--- src/rtl/serial_adder_ctrl.sv ---
// Bit-serial adder: one full-adder cell walks the operands LSB first; one operation every WIDTH+2 cycles.
// Optional macro SERIAL_ADDER_SUB_EN adds a 'sub' input that turns the operation into A-B.
`default_nettype none
module serial_adder_ctrl #(
  parameter int WIDTH = 16
) (
  input  logic             clk,
  input  logic             rst_n,
  input  logic             start,
`ifdef SERIAL_ADDER_SUB_EN
  input  logic             sub,
`endif
  input  logic [WIDTH-1:0] op_a,
  input  logic [WIDTH-1:0] op_b,
  input  logic             cin,
  output logic             busy,
  output logic             done,
  output logic [WIDTH-1:0] result,
  output logic             cout,
  output logic             ovf
);
  localparam int CNT_W = $clog2(WIDTH) + 1;
  localparam logic [CNT_W-1:0] CNT_MSB_IN = CNT_W'(WIDTH - 2);
  localparam logic [CNT_W-1:0] CNT_LAST   = CNT_W'(WIDTH - 1);

  typedef enum logic [1:0] {
    IDLE = 2'd0,
    RUN  = 2'd1,
    DONE = 2'd2
  } state_t;

  state_t           state_q;
  logic [WIDTH-1:0] a_sh_q;
  logic [WIDTH-1:0] b_sh_q;
  logic [WIDTH-1:0] result_q;
  logic [CNT_W-1:0] cnt_q;
  logic             c_q;
  logic             c_msb_q;
  logic             cout_q;
  logic             ovf_q;
  logic             busy_q;
  logic             done_q;

  logic             sum_d;
  logic             carry_d;
  logic [WIDTH-1:0] b_load_d;
  logic             c_load_d;

  assign sum_d   = a_sh_q[0] ^ b_sh_q[0] ^ c_q;
  assign carry_d = (a_sh_q[0] & b_sh_q[0]) | (a_sh_q[0] & c_q) | (b_sh_q[0] & c_q);

`ifdef SERIAL_ADDER_SUB_EN
  // Subtraction is A + ~B + 1, so cout=1 means no borrow.
  assign b_load_d = sub ? ~op_b : op_b;
  assign c_load_d = sub ? 1'b1 : cin;
`else
  assign b_load_d = op_b;
  assign c_load_d = cin;
`endif

  always_ff @(posedge clk or negedge rst_n) begin
    if (!rst_n) begin
      state_q  <= IDLE;
      a_sh_q   <= '0;
      b_sh_q   <= '0;
      result_q <= '0;
      cnt_q    <= '0;
      c_q      <= 1'b0;
      c_msb_q  <= 1'b0;
      cout_q   <= 1'b0;
      ovf_q    <= 1'b0;
      busy_q   <= 1'b0;
      done_q   <= 1'b0;
    end else begin
      case (state_q)
        IDLE: begin
          if (start) begin
            a_sh_q  <= op_a;
            b_sh_q  <= b_load_d;
            c_q     <= c_load_d;
            cnt_q   <= '0;
            busy_q  <= 1'b1;
            state_q <= RUN;
          end
        end
        RUN: begin
          result_q <= {sum_d, result_q[WIDTH-1:1]};
          a_sh_q   <= {1'b0, a_sh_q[WIDTH-1:1]};
          b_sh_q   <= {1'b0, b_sh_q[WIDTH-1:1]};
          c_q      <= carry_d;
          cnt_q    <= cnt_q + CNT_W'(1);
          // Carry into the MSB position is needed later for signed overflow.
          if (cnt_q == CNT_MSB_IN) begin
            c_msb_q <= carry_d;
          end
          if (cnt_q == CNT_LAST) begin
            cout_q  <= carry_d;
            ovf_q   <= c_msb_q ^ carry_d;
            busy_q  <= 1'b0;
            done_q  <= 1'b1;
            state_q <= DONE;
          end
        end
        DONE: begin
          done_q  <= 1'b0;
          state_q <= IDLE;
        end
        default: begin
          busy_q  <= 1'b0;
          done_q  <= 1'b0;
          state_q <= IDLE;
        end
      endcase
    end
  end

  assign busy   = busy_q;
  assign done   = done_q;
  assign result = result_q;
  assign cout   = cout_q;
  assign ovf    = ovf_q;
endmodule
`default_nettype wire
--- config.mk ---
export PLATFORM = sky130hd
export DESIGN_NAME = serial_adder_ctrl
export DESIGN_NICKNAME = d
export VERILOG_FILES = /design/src/rtl/serial_adder_ctrl.sv
export SDC_FILE = /design/constraint.sdc
export NUM_CORES = 1
export LEC_CHECK = 0
export BUFFER_PORTS_ARGS = -buffer_cell sky130_fd_sc_hd__clkbuf_2
export CELL_PAD_IN_SITES_DETAIL_PLACEMENT = 0
export CELL_PAD_IN_SITES_GLOBAL_PLACEMENT = 2
export CORE_UTILIZATION = 35
export DETAILED_ROUTE_END_ITERATION = 12
export HOLD_SLACK_MARGIN = 0.02
export PLACE_DENSITY = 0.91
export SLEW_MARGIN = 40
export SYNTH_ARGS = -nofsm -noshare
export SYNTH_HDL_FRONTEND = slang
export SYNTH_SLANG_ARGS = --single-unit
--- constraint.sdc ---
create_clock -name clk -period 2.41 [get_ports clk]
set_clock_uncertainty 0.15 [all_clocks]
set_input_delay 0.1205 -clock clk [delete_from_list [all_inputs] [get_ports clk]]
set_output_delay 0.1205 -clock clk [all_outputs]
set_load 0.1 [all_outputs]
==> metrics.cfg <==
[yosys]
synth_edf_count=0
ys_async_sr_fraction_pct=100.0
ys_seq_area_share_pct=58.63
synth_seq_cells=61
syn_inst=266
yosys.area.top_type=dfrtp_1
synth-main-ff-cell=dfrtp_1
synth.top_cell.area_share_pct=58.63
yosys.cell_types.count=28
synthesis.area_mm2=0.002604
yosysWarnings=0
syn_nets=306
ys_top_cells_by_area=dfrtp_1 59%, nand2_1 17%, a22oi_1 8.9%
synth.avg_cell_area_um2=9.789

[floorplanning]
fp.dieW_um=88.25
fp.dieH_um=88.25
start_util_pct=36.09
fp-row-count=31
fp.dieArea_mm2=0.007788
pin_count=56
core_mm2=0.007214

[finish]
post-route-util_pct=49.24
area_growth_pct=36.42
layout_common_cells=117 x nand2_1, 61 x dfrtp_1, 55 x clkbuf_2
diodes=0
layout-drive-gt1-share_pct=22.84
n_fill_cell=718
final_nets=395
final_cell_area_mm2=0.003552
layout_commonest_cell=nand2_1

[clocking]
clock_sinks=61
postCtsSetupBuffers=0
cts_buffers=9
insertion_delay_ps=330
cts_buffer_depth=2
cts_root_buf=clkbuf_8
htreeDepth=3
cts_tree=yes
cts_hold_buf=35
clk_pin_slew_ps=70
cts_resized=0

[job]
cap_viol_max_count=0

[routing]
vias=2095
wl_per_cell_um=12.42
via_per_inst=4.574
first_pass_iters=4
first_iter_violations=121
drcViolationCount=0
antenna_left=0
wl_mm=5.689

[status]
outcome=finished, final reports clean

[timing]
rsz0062_at_grt=no
max_clock_freq_ghz=0.5759
period_minus_slack_ps=1736
setup_viol=0
worst_pin_slew_ps=559.5
maxSlewViolCount=0
fin_crit_sh_pct=72.05
tns_ps=0
hold_viol_final=0
max_slew_margin_pct=62.70

[placed_design]
place_area_mm2=0.002952
gp_congestion=0.7001
io_buffers=55
hpwl_mm=3.526

[power_and_ir_drop]
power_density_mw_per_mm2=1385
p_leak_nw=1.855
p_int_mw=2.682
comb_power_share_pct=42.8
p_clk_share_pct=22.7
swShare_pct=45.46
vdd_drop_max_uv=705.4
p_seq_share_pct=34.5
power.switching_mw=2.236
power_mw=4.919

[grt]
grt_max_degree=62
grt_pass1_wl_mm=9.446
grt_pass1_vias=2037
track_usage_pct=16.19
grt_remaining_overflow=0
antenna_found_initial=0

[setup_path]
cp.required_ps=2470
path_class=reg2reg
worstSetupEndpointType=flop
critPathMaxFanout=5
start_kind=flop
crit_arrival_ps=1800

[min_path]
hold_class=in2async

## critical path, stage by stage (launching register included)
cell	delay, ps
dfrtp_1	410
ha_1	220
and3_1	150
ha_1	230
and2_4	170
mux2_4	290
## cells by family after synthesis
family	count (synthesis)	synth area share [%]
mux	3	1.393
fa+ha+maj	4	2.211
simple gates	134	21.53
buf+inv	21	4.757
xor+xnor	1	0.3364
flops	61	58.63
compound gates	42	11.15
## registers in the layout (all words and copies together) (netlist names)
| name | flops |
|---|---|
| state_q | 2 |
| ovf | 1 |
| done | 1 |
| a_sh_q | 16 |
| result | 16 |
| cout | 1 |
| b_sh_q | 16 |
| cnt_q | 5 |
| c_q | 1 |
| c_msb_q | 1 |
| busy | 1 |
## layer usage
| metal | track usage (%) | wire, µm |
|---|---|---|
| met5 | 0 | 0 |
| met4 | 7.038 | 101 |
| met3 | 4.291 | 182 |
| met2 | 25.73 | 2719 |
| met1 | 20.90 | 2685 |
## power groups by stage
stage	clock (mW)	combinational, mW	sequential (mW)
after CTS	1.15	2.13	1.70
after detailed placement	0	2.08	1.72
after global routing	1.19	2.27	1.76
after global placement	0	2.05	1.70
final	1.12	2.11	1.70
after floorplan	0	0.796	2.60
## metrics by stage
stage          hold slack, ps  setup WS (ps)  std cells
2_1_floorplan          -325.1          755.7        266
3_3_place_gp            168.2          718.1        408
5_1_grt                 318.6          605.0        458
6_report                240.2          673.6        458
3_5_place_dp            179.5          671.7        408
4_1_cts                 331.7          667.6        458
## synth_stat cells (2+ instances only)
master   instances
ha_1             3
nand2_1        117
dfrtp_1         61
inv_1            3
nand3_1          5
o21ai_0          6
buf_2           12
a21oi_1          4
nor2_1           3
buf_4            2
a22oi_1         31
buf_6            3
## final timing paths
| path | start | end | cells past startpoint | slack, ps |
|---|---|---|---|---|
| max | cnt_q[0] | cout | 5 | 670 |
| min | rst_n | b_sh_q[4] | 3 | 240 |
| max reg2reg | cnt_q[0] | cout | 5 | 670 |
| min reg2reg | b_sh_q[11] | b_sh_q[11] | 2 | 330 |
| max in group asynchronous | rst_n | state_q[0] | 3 | 1450 |
| min in group clk | b_sh_q[11] | b_sh_q[11] | 2 | 330 |
## layout make-up
class	count	area, µm²	share of cell area [%]
clock inverter	4	95.09	2.677
timing repair buffer	96	686.9	19.34
inverter	3	11.26	0.3170
clock buffer	11	151.4	4.262
sequential	61	1526	42.97
tap	99	123.9	3.487
multi-input combinational	184	957.2	26.95
(Power assumes the default switching activity.)
